<file path="src/rtl/pipe_hazard_pkg.sv">
// +------------------------------------------------------------------+
// | pipe_hazard_pkg : shared types for the pipeline hazard controller|
// | Rev 1.0                                                          |
// +------------------------------------------------------------------+
`default_nettype none

package pipe_hazard_pkg;

  // Tag register fields are sized for the widest supported register file.
  localparam int RA_W_MAX = 8;

  typedef enum logic [1:0] {
    FWD_REG = 2'b00,
    FWD_WB  = 2'b01,
    FWD_MEM = 2'b10
  } fwd_sel_t;

  typedef enum logic [1:0] {
    HZ_RUN    = 2'd0,
    HZ_STALL  = 2'd1,
    HZ_FLUSH  = 2'd2,
    HZ_FREEZE = 2'd3
  } hz_state_t;

  typedef struct packed {
    logic                valid;
    logic [RA_W_MAX-1:0] rd;
    logic                regwrite;
    logic                memread;
    logic                memwrite;
    logic [RA_W_MAX-1:0] rs;
    logic [RA_W_MAX-1:0] rt;
  } stage_tag_t;

  localparam int TAG_W = $bits(stage_tag_t);

  // regwrite is only ever set with a non-zero rd, so source 0 can never hit.
  function automatic logic tag_hit(stage_tag_t t, logic [RA_W_MAX-1:0] src);
    return t.valid & t.regwrite & (t.rd == src);
  endfunction

  function automatic fwd_sel_t fwd_pick(logic mem_hit, logic wb_hit);
    if (mem_hit) return FWD_MEM;
    if (wb_hit)  return FWD_WB;
    return FWD_REG;
  endfunction

endpackage

`default_nettype wire

</file>
<file path="src/rtl/pipe_hazard_ctrl_hz_stage_tag.sv">
// +------------------------------------------------------------------+
// | hz_stage_tag : one pipeline-stage tag register, enable + bubble  |
// | Rev 1.0                                                          |
// +------------------------------------------------------------------+
`default_nettype none

module hz_stage_tag
  import pipe_hazard_pkg::*;
(
  input  logic             clk_i,
  input  logic             rst_n_i,
  input  logic             en_i,
  input  logic             bubble_i,
  input  logic [TAG_W-1:0] tag_i,
  output logic [TAG_W-1:0] tag_o
);

  logic [TAG_W-1:0] tag_d;
  logic [TAG_W-1:0] tag_q;

  always_comb begin
    tag_d = tag_q;
    if (en_i) begin
      tag_d = bubble_i ? '0 : tag_i;
    end
  end

  always_ff @(posedge clk_i or negedge rst_n_i) begin
    if (!rst_n_i) begin
      tag_q <= '0;
    end else begin
      tag_q <= tag_d;
    end
  end

  assign tag_o = tag_q;

endmodule

`default_nettype wire

</file>
<file path="src/rtl/pipe_hazard_ctrl.sv">
// +------------------------------------------------------------------+
// | pipe_hazard_ctrl : 5-stage pipeline hazard / forwarding control  |
// | Optional perf counters: define HZ_PERF_EN.        Rev 1.0        |
// +------------------------------------------------------------------+
`default_nettype none

module pipe_hazard_ctrl
  import pipe_hazard_pkg::*;
#(
  parameter int RA_W         = 5,
  parameter int BRANCH_IN_ID = 1,
  parameter int WAIT_MAX     = 255,
  parameter int CNT_W        = 16
) (
  input  logic             clk_i,
  input  logic             rst_n_i,
  input  logic             id_valid_i,
  input  logic [RA_W-1:0]  id_rs_i,
  input  logic             id_rs_used_i,
  input  logic [RA_W-1:0]  id_rt_i,
  input  logic             id_rt_used_i,
  input  logic [RA_W-1:0]  id_rd_i,
  input  logic             id_regwrite_i,
  input  logic             id_memread_i,
  input  logic             id_memwrite_i,
  input  logic             id_branch_i,
  input  logic             br_taken_i,
  input  logic             dmem_ready_i,
  output logic             pc_write_o,
  output logic             if_id_write_o,
  output logic             if_id_flush_o,
  output logic             id_ex_write_o,
  output logic             id_ex_bubble_o,
  output logic             ex_mem_write_o,
  output logic             mem_wb_bubble_o,
  output logic [1:0]       fwd_a_o,
  output logic [1:0]       fwd_b_o,
  output logic             id_fwd_a_o,
  output logic             id_fwd_b_o,
  output logic             err_o,
  output logic [CNT_W-1:0] stall_cnt_o,
  output logic [CNT_W-1:0] flush_cnt_o
);

  localparam int   WAIT_W = $clog2(WAIT_MAX + 1);
  localparam logic BR_ID  = (BRANCH_IN_ID != 0);

  stage_tag_t       id_tag, ex_tag, mem_tag, wb_tag;
  logic [TAG_W-1:0] ex_bits, mem_bits, wb_bits;
  hz_state_t        hz_state;
  logic             tag_en;
  logic             freeze, load_use, br_stall, ex_hits_id, mem_hits_id;
  logic [WAIT_W-1:0] mem_wait_d, mem_wait_q;
  logic             err_d, err_q;

  // Unread sources are stored as register 0 so they never match.
  always_comb begin
    id_tag          = '0;
    id_tag.valid    = id_valid_i;
    id_tag.rd       = RA_W_MAX'(id_rd_i);
    id_tag.regwrite = id_regwrite_i & (id_rd_i != '0);
    id_tag.memread  = id_memread_i;
    id_tag.memwrite = id_memwrite_i;
    id_tag.rs       = id_rs_used_i ? RA_W_MAX'(id_rs_i) : '0;
    id_tag.rt       = id_rt_used_i ? RA_W_MAX'(id_rt_i) : '0;
  end

  assign ex_tag  = ex_bits;
  assign mem_tag = mem_bits;
  assign wb_tag  = wb_bits;

  assign ex_hits_id  = id_valid_i & (tag_hit(ex_tag, id_tag.rs)  | tag_hit(ex_tag, id_tag.rt));
  assign mem_hits_id = id_valid_i & (tag_hit(mem_tag, id_tag.rs) | tag_hit(mem_tag, id_tag.rt));
  assign load_use    = ex_hits_id & ex_tag.memread;
  assign br_stall    = BR_ID & id_branch_i & (ex_hits_id | (mem_hits_id & mem_tag.memread));
  assign freeze      = mem_tag.valid & (mem_tag.memread | mem_tag.memwrite) & ~dmem_ready_i;

  always_comb begin
    if (freeze) begin
      hz_state = HZ_FREEZE;
    end else if (load_use | br_stall) begin
      hz_state = HZ_STALL;
    end else if (br_taken_i) begin
      hz_state = HZ_FLUSH;
    end else begin
      hz_state = HZ_RUN;
    end
  end

  always_comb begin
    pc_write_o      = 1'b1;
    if_id_write_o   = 1'b1;
    if_id_flush_o   = 1'b0;
    id_ex_write_o   = 1'b1;
    id_ex_bubble_o  = 1'b0;
    ex_mem_write_o  = 1'b1;
    mem_wb_bubble_o = 1'b0;
    case (hz_state)
      HZ_FREEZE: begin
        pc_write_o      = 1'b0;
        if_id_write_o   = 1'b0;
        id_ex_write_o   = 1'b0;
        ex_mem_write_o  = 1'b0;
        mem_wb_bubble_o = 1'b1;
      end
      HZ_STALL: begin
        pc_write_o     = 1'b0;
        if_id_write_o  = 1'b0;
        id_ex_bubble_o = 1'b1;
      end
      HZ_FLUSH: begin
        if_id_flush_o  = 1'b1;
        id_ex_bubble_o = ~BR_ID;
      end
      default: ;
    endcase
  end

  assign tag_en = (hz_state != HZ_FREEZE);

  hz_stage_tag u_ex_tag  (.clk_i(clk_i), .rst_n_i(rst_n_i), .en_i(tag_en),
                          .bubble_i(id_ex_bubble_o), .tag_i(id_tag),   .tag_o(ex_bits));
  hz_stage_tag u_mem_tag (.clk_i(clk_i), .rst_n_i(rst_n_i), .en_i(tag_en),
                          .bubble_i(1'b0),           .tag_i(ex_bits),  .tag_o(mem_bits));
  hz_stage_tag u_wb_tag  (.clk_i(clk_i), .rst_n_i(rst_n_i), .en_i(tag_en),
                          .bubble_i(1'b0),           .tag_i(mem_bits), .tag_o(wb_bits));

  assign fwd_a_o    = fwd_pick(tag_hit(mem_tag, ex_tag.rs), tag_hit(wb_tag, ex_tag.rs));
  assign fwd_b_o    = fwd_pick(tag_hit(mem_tag, ex_tag.rt), tag_hit(wb_tag, ex_tag.rt));
  assign id_fwd_a_o = BR_ID & tag_hit(mem_tag, id_tag.rs);
  assign id_fwd_b_o = BR_ID & tag_hit(mem_tag, id_tag.rt);

  // err_o rises on the edge that closes the WAIT_MAX-th consecutive wait cycle.
  always_comb begin
    mem_wait_d = '0;
    err_d      = err_q;
    if (freeze) begin
      mem_wait_d = mem_wait_q;
      if (mem_wait_q != WAIT_W'(WAIT_MAX)) begin
        mem_wait_d = mem_wait_q + WAIT_W'(1);
      end
      if (mem_wait_q >= WAIT_W'(WAIT_MAX - 1)) begin
        err_d = 1'b1;
      end
    end
  end

  always_ff @(posedge clk_i or negedge rst_n_i) begin
    if (!rst_n_i) begin
      mem_wait_q <= '0;
      err_q      <= 1'b0;
    end else begin
      mem_wait_q <= mem_wait_d;
      err_q      <= err_d;
    end
  end

  assign err_o = err_q;

`ifdef HZ_PERF_EN
  logic [CNT_W-1:0] stall_cnt_d, stall_cnt_q;
  logic [CNT_W-1:0] flush_cnt_d, flush_cnt_q;

  always_comb begin
    stall_cnt_d = stall_cnt_q;
    flush_cnt_d = flush_cnt_q;
    if (((hz_state == HZ_STALL) || (hz_state == HZ_FREEZE)) && !(&stall_cnt_q)) begin
      stall_cnt_d = stall_cnt_q + CNT_W'(1);
    end
    if ((hz_state == HZ_FLUSH) && !(&flush_cnt_q)) begin
      flush_cnt_d = flush_cnt_q + CNT_W'(1);
    end
  end

  always_ff @(posedge clk_i or negedge rst_n_i) begin
    if (!rst_n_i) begin
      stall_cnt_q <= '0;
      flush_cnt_q <= '0;
    end else begin
      stall_cnt_q <= stall_cnt_d;
      flush_cnt_q <= flush_cnt_d;
    end
  end

  assign stall_cnt_o = stall_cnt_q;
  assign flush_cnt_o = flush_cnt_q;
`else
  assign stall_cnt_o = '0;
  assign flush_cnt_o = '0;
`endif

  logic unused_tag_bits;
  assign unused_tag_bits = ^{ex_tag.memwrite, mem_tag.rs, mem_tag.rt,
                             wb_tag.memread, wb_tag.memwrite, wb_tag.rs, wb_tag.rt};

endmodule

`default_nettype wire
</file>
<file path="config.mk">
export PLATFORM = sky130hd
export DESIGN_NAME = pipe_hazard_ctrl
export DESIGN_NICKNAME = d
export VERILOG_FILES = /design/src/rtl/pipe_hazard_pkg.sv /design/src/rtl/pipe_hazard_ctrl_hz_stage_tag.sv /design/src/rtl/pipe_hazard_ctrl.sv
export SDC_FILE = /design/constraint.sdc
export NUM_CORES = 1
export LEC_CHECK = 0
export ABC_CLOCK_PERIOD_IN_PS = 7300
export CAP_MARGIN = 10
export CORE_ASPECT_RATIO = 0.5
export CORE_MARGIN = 3
export CORE_UTILIZATION = 53
export DETAILED_ROUTE_END_ITERATION = 8
export PLACE_DENSITY = 0.86
export SKIP_LAST_GASP = 1
export SLEW_MARGIN = 20
export SYNTH_ARGS = -nofsm -noshare
export SYNTH_HDL_FRONTEND = slang
export SYNTH_SLANG_ARGS = --single-unit
export TNS_END_PERCENT = 10
</file>
<file path="constraint.sdc">
create_clock -name clk_i -period 7.3 [get_ports clk_i]
set_clock_uncertainty 0.1 [all_clocks]
set_input_delay 1.46 -clock clk_i [delete_from_list [all_inputs] [get_ports clk_i]]
set_output_delay 1.46 -clock clk_i [all_outputs]
set_load 0.005 [all_outputs]
</file>
# After elaboration in Yosys (flattened, before gate mapping)
# Index checks and enable logic that the tools add are counted.
dict set report totals {
  register_bits 93
  in_bits 26
  output_inout_bits 46
  word_cells 76
}
dict set report op_classes {
  n_addsub 1
  order_cmp 1
  n_eq_ne 14
  n_mux 27
  n_bitwise 25
  reduce_logical 3
}
# cell n
set ops {}
lappend ops {{equality test 8 x 5 -> 1 bit} 4}
lappend ops {{equality test 8 bit} 4}
lappend ops {{2-to-1 mux 28 bit} 1}
lappend ops {{2-to-1 mux 2 bit} 11}
lappend ops {{bitwise AND 1 bit} 19}
lappend ops {{2-to-1 mux 8 bit} 2}
lappend ops {{2-to-1 mux 1 bit} 11}
lappend ops {{2-to-1 mux 5 bit} 2}
lappend ops {{adder 8 x 1 -> 8 bit, second input constant} 1}
lappend ops {{greater-or-equal comparator 8 bit, second input constant} 1}
lappend ops {{!= test 8 bit, second input constant} 1}
lappend ops {{OR 1 bit} 5}
lappend ops {{nonzero test 5 bit} 1}
lappend ops {{equality test 2 bit, second input constant} 2}
lappend ops {{equality test 2 x 1 -> 1 bit, second input constant} 1}
lappend ops {{!= test 2 x 1 -> 1 bit, second input constant} 1}
lappend ops {{!= test 2 bit, second input constant} 1}
lappend ops {{AND reduction 2 bit} 1}
lappend ops {{OR reduction 2 bit} 1}
lappend ops {{inverter 1 bit} 1}

# Longest topological paths before layout
# Gate-level depths: netlist (run 1).
dict set report depth {
  ltp_word 14
  depth_mapped 9
  ltp_nobuf 6
}

# Cells and area by module
# Synthesis (run 1) repeated with hierarchy kept, for this count alone.
dict set report unflattened {
  cells_unflattened 580
  area_unflattened_um2 5412.7
}
# mod instances cells_each area_per_inst_um2 seq_area_each_um2
set modules_own_cells {}
lappend modules_own_cells {hz_stage_tag 3 120 1227.4 700.7}
lappend modules_own_cells {pipe_hazard_ctrl 1 220 1730.4 225.2}

# Worst setup path after synthesis (run 1)
# No wires, ideal clock.
dict set report synth_timing {
  path_type {input-to-output}
  startpoint {input port id_rt_i[2]}
  endpoint {output port if_id_flush_o}
  arrival_ps 2917
  t_required_ps 5740
  setup_slack_ps 2823
  stages 8
  path_buffers 2
  path_cell_list {buf_2 xnor2_1 a31o_1 a22o_1 a22o_1 a211oi_2 buf_4 and2_1}
}
dict set report synth_via {
  elab_chain_cells 13
  word_cells_on_any_way 18
  cone_classes {eq/ne (3); mux (4); bitwise (11)}
}
# element line
set synth_lines {}
lappend synth_lines {{start, declared} pipe_hazard_ctrl.sv:20} ;# input logic [RA_W-1:0] id_rt_i,
lappend synth_lines {{2-to-1 mux 5 bit *} pipe_hazard_ctrl.sv:65} ;# id_tag.rt = id_rt_used_i ? RA_W_MAX'(id_rt_i) : '0;
lappend synth_lines {{equality test 8 x 5 -> 1 bit} pipe_hazard_pkg.sv:39} ;# return t.valid & t.regwrite & (t.rd == src);
lappend synth_lines {{bitwise AND 1 bit} pipe_hazard_pkg.sv:39}
lappend synth_lines {{OR 1 bit} pipe_hazard_ctrl.sv:73} ;# assign mem_hits_id = id_valid_i & (tag_hit(mem_tag, id_tag.rs) | tag_hit(mem_tag, id_tag.rt));
lappend synth_lines {{bitwise AND 1 bit} pipe_hazard_ctrl.sv:73}
lappend synth_lines {{bitwise AND 1 bit} pipe_hazard_ctrl.sv:75} ;# assign br_stall = BR_ID & id_branch_i & (ex_hits_id | (mem_hits_id & mem_tag.memread));
lappend synth_lines {{OR 1 bit} pipe_hazard_ctrl.sv:75}
lappend synth_lines {{bitwise AND 1 bit} pipe_hazard_ctrl.sv:75}
lappend synth_lines {{OR 1 bit *} pipe_hazard_ctrl.sv:81} ;# end else if (load_use | br_stall) begin
lappend synth_lines {{2-to-1 mux 2 bit *} pipe_hazard_ctrl.sv:81}
lappend synth_lines {{2-to-1 mux 2 bit *} pipe_hazard_ctrl.sv:79} ;# if (freeze) begin
lappend synth_lines {{equality test 2 bit *} pipe_hazard_ctrl.sv:98} ;# case (hz_state)
lappend synth_lines {{2-to-1 mux 1 bit *} pipe_hazard_ctrl.sv:98}
lappend synth_lines {{end, declared} pipe_hazard_ctrl.sv:31} ;# output logic if_id_flush_o,
# Mark *: on every way between the ends. The rest lies on a longest branch, timed or not.

# Final worst setup path (run 1)
dict set report layout_timing {
  startpoint {input port id_rt_used_i}
  endpoint {output port if_id_flush_o}
}
dict set report layout_via {
  elab_chain_cells 13
  word_cells_on_any_way 18
  cone_classes {eq/ne (3); mux (4); bitwise (11)}
}
# element line
set layout_lines {}
lappend layout_lines {{start, declared} pipe_hazard_ctrl.sv:21} ;# input logic id_rt_used_i,
lappend layout_lines {{2-to-1 mux 5 bit *} pipe_hazard_ctrl.sv:65}
lappend layout_lines {{equality test 8 x 5 -> 1 bit} pipe_hazard_pkg.sv:39}
lappend layout_lines {{bitwise AND 1 bit} pipe_hazard_pkg.sv:39}
lappend layout_lines {{OR 1 bit} pipe_hazard_ctrl.sv:73}
lappend layout_lines {{bitwise AND 1 bit} pipe_hazard_ctrl.sv:73}
lappend layout_lines {{bitwise AND 1 bit} pipe_hazard_ctrl.sv:75}
lappend layout_lines {{OR 1 bit} pipe_hazard_ctrl.sv:75}
lappend layout_lines {{bitwise AND 1 bit} pipe_hazard_ctrl.sv:75}
lappend layout_lines {{OR 1 bit *} pipe_hazard_ctrl.sv:81}
lappend layout_lines {{2-to-1 mux 2 bit *} pipe_hazard_ctrl.sv:81}
lappend layout_lines {{2-to-1 mux 2 bit *} pipe_hazard_ctrl.sv:79}
lappend layout_lines {{equality test 2 bit *} pipe_hazard_ctrl.sv:98}
lappend layout_lines {{2-to-1 mux 1 bit *} pipe_hazard_ctrl.sv:98}
# Marked as above.

==> flow_metrics.tcl, run 1 <==
set metrics [dict create \
    cts_hold_buffers 0 \
    multi_input_area_um2 1409 \
    critPathKind "in2out" \
    cts_sinks 44 \
    synth_edf_count 0 \
    ioPinCount 72 \
    whs_path_depth 2 \
    rows 17 \
    worst_pin_slew_ps 944.9 \
    dp_hpwl_um 4262 \
    hold_violations 0 \
    layout.nets 353 \
    finalWeightedCongestion 0.7890 \
    drc 0 \
    initial_core_util 0.5861 \
    slew-limit-headroom 0.3701 \
    grt_max_degree 45 \
    hold_path_class "reg2reg" \
    syn_area_um2 2755 \
    h-tree-depth 2 \
    layout-drive-gt1-share 0.04294 \
    antennaDiodeCount 0 \
    vias 2188 \
    clk_pin_slew_ps 90 \
    p_leak_nw 1.362 \
    final_core_util 0.6638 \
    start_kind "primary input" \
    core_um2 4701 \
    clk_latency_ps 300 \
    rsz0062_at_grt "no" \
    crit_arrival_ps 4090 \
    slew_viol_final 0 \
    yosysWarnings 0 \
    synth_ff_type "dfrtp_1" \
    yosysSeqAreaShare 0.3996 \
    fp.dieW_um 108.0 \
    synth_area_per_cell_um2 9.184 \
    first_pass_iters 5 \
    cts_tree "done" \
    path_max_fanout 17 \
    seq_area_um2 1101 \
    die_area_um2 6152 \
    post_cts_buffers 0 \
    portBuffers 39 \
    timing.final.crit_share 0.7735 \
    grt_overflow_total 0 \
    cts_buffer_depth 2 \
    drt_wl_total_um 5902 \
    drt-wirelength-per-cell_um 15.06 \
    max_freq_mhz 177.1 \
    cts_root_buf "clkbuf_8" \
    peakVddDrop_v 0.0001749 \
    vias_per_cell 5.582 \
    nFillCells 390 \
    fin_tns_setup_ps 0 \
    area_growth_pct 13.26 \
    detail_route.iter0.violations 113 \
    reg2reg_depth 7 \
    die_h_um 56.98 \
    setup_viol 0 \
    cts_made_buffers 5 \
    ys_seq_elements 44 \
    cp.required_ps 5740 \
    synth_cell_type_count 41 \
    maxCapViolations 0 \
    rrSetupSlack_ps 4840 \
    grt_pass1_wl_um 9708 \
    fin_crit_ps 5647 \
    status "finished clean" \
    grt_usage 0.1992 \
    postSynthCellCount 300 \
    postRouteAntennaNets 0 \
    end_kind "primary output" \
    cts_resized 0 \
    antenna_found_initial 0 \
    grt_pass1_vias 2024 \
    async_reset_ff_frac 1.000 \
    powerDensity_nw_per_um2 315.5 \
]
-- routing by layer --
layer / track usage / vias to the layer above / routed length (um)
met3: 0.04181 / 6 / 569
li1: - / 1040 / -
met2: 0.3242 / 105 / 2718
met5: 0 / - / 0
met1: 0.2713 / 1037 / 2543
met4: 0.06115 / 0 / 70
-- where the power goes --
group	total, W	switching, W	internal [W]
registers	0.000437	0.000120	0.000317
logic	0.000354	0.000171	0.000182
clock network	0.000194	0.0000911	0.000103
total	0.000985	0.000382	0.000603
-- per-stage QoR --
step                hold slack [ps]  worst slack (ps)  std cells  area [um^2]  power [W]
floorplan                     338.6              2823        331         2872  0.0007008
global placement              352.7              1768        384         3004  0.0007715
detailed placement            356.6              1674        384         3004  0.0007919
CTS                           380.7              1657        392         3120  0.0009853
global route                  410.8              1428        392         3120   0.001049
finish                        377.8              1653        392         3120  0.0009846
-- worst max-delay path, cell delays in order --
cell and delay, ps:
clkdlybuf4s50_1 790, o21ai_0 170, a22oi_1 210, a211oi_1 120, a22o_1 290, a211oi_2 350, and2_1 190, clkdlybuf4s50_1 520
-- flip-flops by register name (all words and copies together), names as in the netlist --
| signal | count |
|---|---|
| err_o | 1 |
| mem_wait_q | 8 |
| u_ex_tag.tag_o | 19 |
| u_mem_tag.tag_o | 9 |
| u_wb_tag.tag_o | 7 |
-- Yosys cell counts, types with 2 or more instances --
cell type	number	share of area
and3_1	4	0.0091
ha_1	2	0.0091
a22oi_1	5	0.014
a21oi_1	3	0.0054
nand2_1	50	0.068
nand3_1	3	0.0054
nand3b_1	2	0.0054
nand4_1	8	0.018
o21ai_1	3	0.0054
xor2_1	11	0.035
buf_2	6	0.011
a31o_1	2	0.0064
nor2_1	15	0.020
o21a_1	2	0.0054
a211oi_1	3	0.0082
o21bai_1	2	0.0054
a32o_1	10	0.036
nor4_1	2	0.0045
buf_4	38	0.10
o22ai_1	3	0.0068
a22o_1	12	0.038
dfrtp_1	44	0.40
inv_1	3	0.0041
o21ai_0	8	0.015
xnor2_1	24	0.076
nor4bb_1	5	0.018
a31oi_1	2	0.0045
and2_1	3	0.0068
clkbuf_1	10	0.014
nor3_1	4	0.0073
-- area by class of cell --
cell class / count / area share
sequential: 44 / 0.3528
clock inverter: 3 / 0.01524
clock buffer: 5 / 0.02205
tap: 66 / 0.02646
multi-input combinational: 230 / 0.4515
inverter: 3 / 0.003609
timing repair buffer: 41 / 0.1283
-- final timing paths --
check	start	to
hold / removal	u_wb_tag.tag_o[18]$_DFFE_PN0P_	u_wb_tag.tag_o[18]$_DFFE_PN0P_
min in group asynchronous	rst_n_i	u_mem_tag.tag_o[16]$_DFFE_PN0P_
hold reg to reg	u_wb_tag.tag_o[18]$_DFFE_PN0P_	u_wb_tag.tag_o[18]$_DFFE_PN0P_
max in group asynchronous	rst_n_i	u_wb_tag.tag_o[23]$_DFFE_PN0P_
setup / recovery	id_rt_used_i	if_id_flush_o
setup reg to reg	u_mem_tag.tag_o[21]$_DFFE_PN0P_	u_ex_tag.tag_o[8]$_DFFE_PN0P_
-- layout by cell type (no fill, tap or decap), types with 4 or more instances in the layout --
cell type        netlist  layout
clkbuf_8               0       5
o21ai_0                8       8
a22oi_1                5       5
xor2_1                11      11
a22o_1                12      12
dfrtp_1               44      44
nand2_1               50      50
nor4bb_1               5       5
a32o_1                10      10
clkdlybuf4s50_1        0      38
nand4_1                8       8
xnor2_1               24      24
and3_1                 4       4
nor3_1                 4       4
nor2_1                15      14
conb_1                 1      32
-- logic make-up after synthesis --
logic type	Yosys count	synth area share
AOI/OAI and AO/OA	60	0.1680
xor gates and xnor gates	35	0.1113
adders and majority gates	2	0.009081
buffers and inverters	57	0.1322
DFF	44	0.3996
other	1	0.001361
and+or+nand+nor	101	0.1785
Note: power is estimated with default switching activity, not from simulation.
==> run 2, diff against run 1 <==
- ABC_CLOCK_PERIOD_IN_PS: 7300 -> 4600
- CORE_UTILIZATION: 53 -> 44
- PLACE_DENSITY: 0.86 -> 0.76
- clock period: 7.3 -> 4.6 ns (I/O delays scaled with it)
==> run 2 against run 1 <==
  * Sequential power grew 59%
  * Combinational power increased by 62%
  * Register-to-register slack lost 2800 ps
  * Routed wire length grew 2.0%
  * Final area grew 4.0%
  * Count of clock-buffer cells in the layout is the same
==> flow_metrics.tcl, run 2 (synthesized netlist as in run 1, its figures left out) <==
set metrics [dict create \
    setup_viol 0 \
    end_kind "primary output" \
    clk_pin_slew_ps 70 \
    max_freq_mhz 225.9 \
    cts_hold_buffers 0 \
    fin_crit_ps 4427 \
    hold_violations 0 \
    antennaDiodeCount 0 \
    rows 19 \
    ioPinCount 72 \
    peakVddDrop_v 0.0002198 \
    largest_register_ffs 19 \
    grt_overflow_total 0 \
    final_common_cell "nand2_1" \
    fin_tns_setup_ps 0 \
    post_cts_buffers 0 \
    hold_path_class "reg2reg" \
    worst_pin_slew_ps 975.2 \
    start_kind "primary input" \
    cp.required_ps 3580 \
    setup_ws_ps 173.2 \
    area_growth_pct 17.80 \
    vias 2185 \
    drt-wirelength-per-cell_um 14.51 \
    postRouteAntennaNets 0 \
    grt_usage 0.1675 \
    layout-drive-gt1-share 0.05740 \
    fp.dieW_um 117.9 \
    timing.final.crit_share 0.9623 \
    vias_per_cell 5.265 \
    p_leak_nw 1.420 \
    detail_route.iter0.violations 130 \
    post-place-ws_ps 122.0 \
    critPathKind "in2out" \
    grt_max_degree 45 \
    powerDensity_nw_per_um2 516.5 \
    cts_tree "done" \
    hold_slack_ps 370.2 \
    drt_wl_total_um 6020 \
    slew_viol_final 0 \
    maxCapViolations 0 \
    multi_input_area_um2 1416 \
    core_um2 5753 \
    die_area_um2 7305 \
    finalWeightedCongestion 0.8073 \
    layout_common_cells "nand2_1 (50), dfrtp_1 (44), clkdlybuf4s50_1 (37), conb_1 (32), xnor2_1 (24)" \
    slew-limit-headroom 0.3499 \
    cts_made_buffers 5 \
    cts_buffer_depth 2 \
    grt_pass1_vias 1967 \
    die_h_um 61.96 \
    h-tree-depth 2 \
    cts_resized 0 \
    nFillCells 487 \
    antenna_found_initial 0 \
    status "finished clean" \
    grt_pass1_wl_um 9625 \
    crit_arrival_ps 3410 \
    seq_area_um2 1101 \
    dp_hpwl_um 4481 \
    portBuffers 39 \
    cts_sinks 44 \
    path_max_fanout 11 \
    clk_latency_ps 290 \
    initial_core_util 0.4789 \
    drc 0 \
    layout.nets 358 \
    first_pass_iters 4 \
    cts_root_buf "clkbuf_16" \
]
[run 2: cell count changes in the layout (fill, tap and decap cells not counted), sizes merged]
cell           previous run  this run
buf                       3         8
clkinv                    2         0
clkdlybuf4s50            38        37
clkinvlp                  0         1
dlymetal6s2s              0         1
inv                       3         4
[run 2: worst paths after layout]
kind                                                  from                         endpoint  slack [ps]  cells past startpoint
setup / recovery                              id_rt_used_i                    if_id_flush_o         170                      8
hold / removal              u_wb_tag.tag_o[18]$_DFFE_PN0P_   u_wb_tag.tag_o[18]$_DFFE_PN0P_         370                      2
setup reg to reg           u_mem_tag.tag_o[21]$_DFFE_PN0P_    u_ex_tag.tag_o[8]$_DFFE_PN0P_        2090                      7
hold reg to reg             u_wb_tag.tag_o[18]$_DFFE_PN0P_   u_wb_tag.tag_o[18]$_DFFE_PN0P_         370                      2
max in group asynchronous                          rst_n_i   u_ex_tag.tag_o[10]$_DFFE_PN0P_        3100                      1
min in group asynchronous                          rst_n_i  u_mem_tag.tag_o[16]$_DFFE_PN0P_         690                      1
[run 2: layer usage]
layer / wire length [um] / GRT usage / part of all wire / vias up
met1: 2602 / 0.2140 / 0.43 / 1036
met2: 2864 / 0.2896 / 0.48 / 92
met3: 473 / 0.03797 / 0.079 / 9
met4: 79 / 0.06333 / 0.013 / 0
li1: - / - / - / 1048
met5: 0 / 0 / 0 / -
[run 2: layout make-up]
class                      count  share of cell area
inverter                       3            0.003470
multi-input combinational    230              0.4364
timing repair buffer          46              0.1357
sequential                    44              0.3392
clock inverter                 3             0.01426
clock buffer                   5             0.03855
tap                           84             0.03238
[run 2: power by group]
group	switching [W]	leakage (nW)	total, W	internal [W]
logic	0.000273	0.785	0.000572	0.000299
clock network	0.000149	0.0804	0.000407	0.000258
registers	0.000193	0.555	0.000697	0.000505
total	0.000615	1.42	0.00168	0.00106
[run 2: worst max-delay path, stage by stage]
cell and delay [ps]:
clkdlybuf4s50_1 650, o21ai_0 140, a22oi_1 200, a211oi_1 110
a22o_1 310, a211oi_4 400, and2_1 180, clkdlybuf4s50_1 490
[run 2: stage by stage]
step	util	cells	total power (W)	cell area, um^2
2_1_floorplan	-	331	0.001112	2872
3_3_place_gp	0.5326	407	0.001242	3064
3_5_place_dp	0.5326	407	0.001273	3064
4_1_cts	0.5624	415	0.001681	3236
5_1_grt	0.5642	415	0.001786	3246
6_report	0.5642	415	0.001676	3246
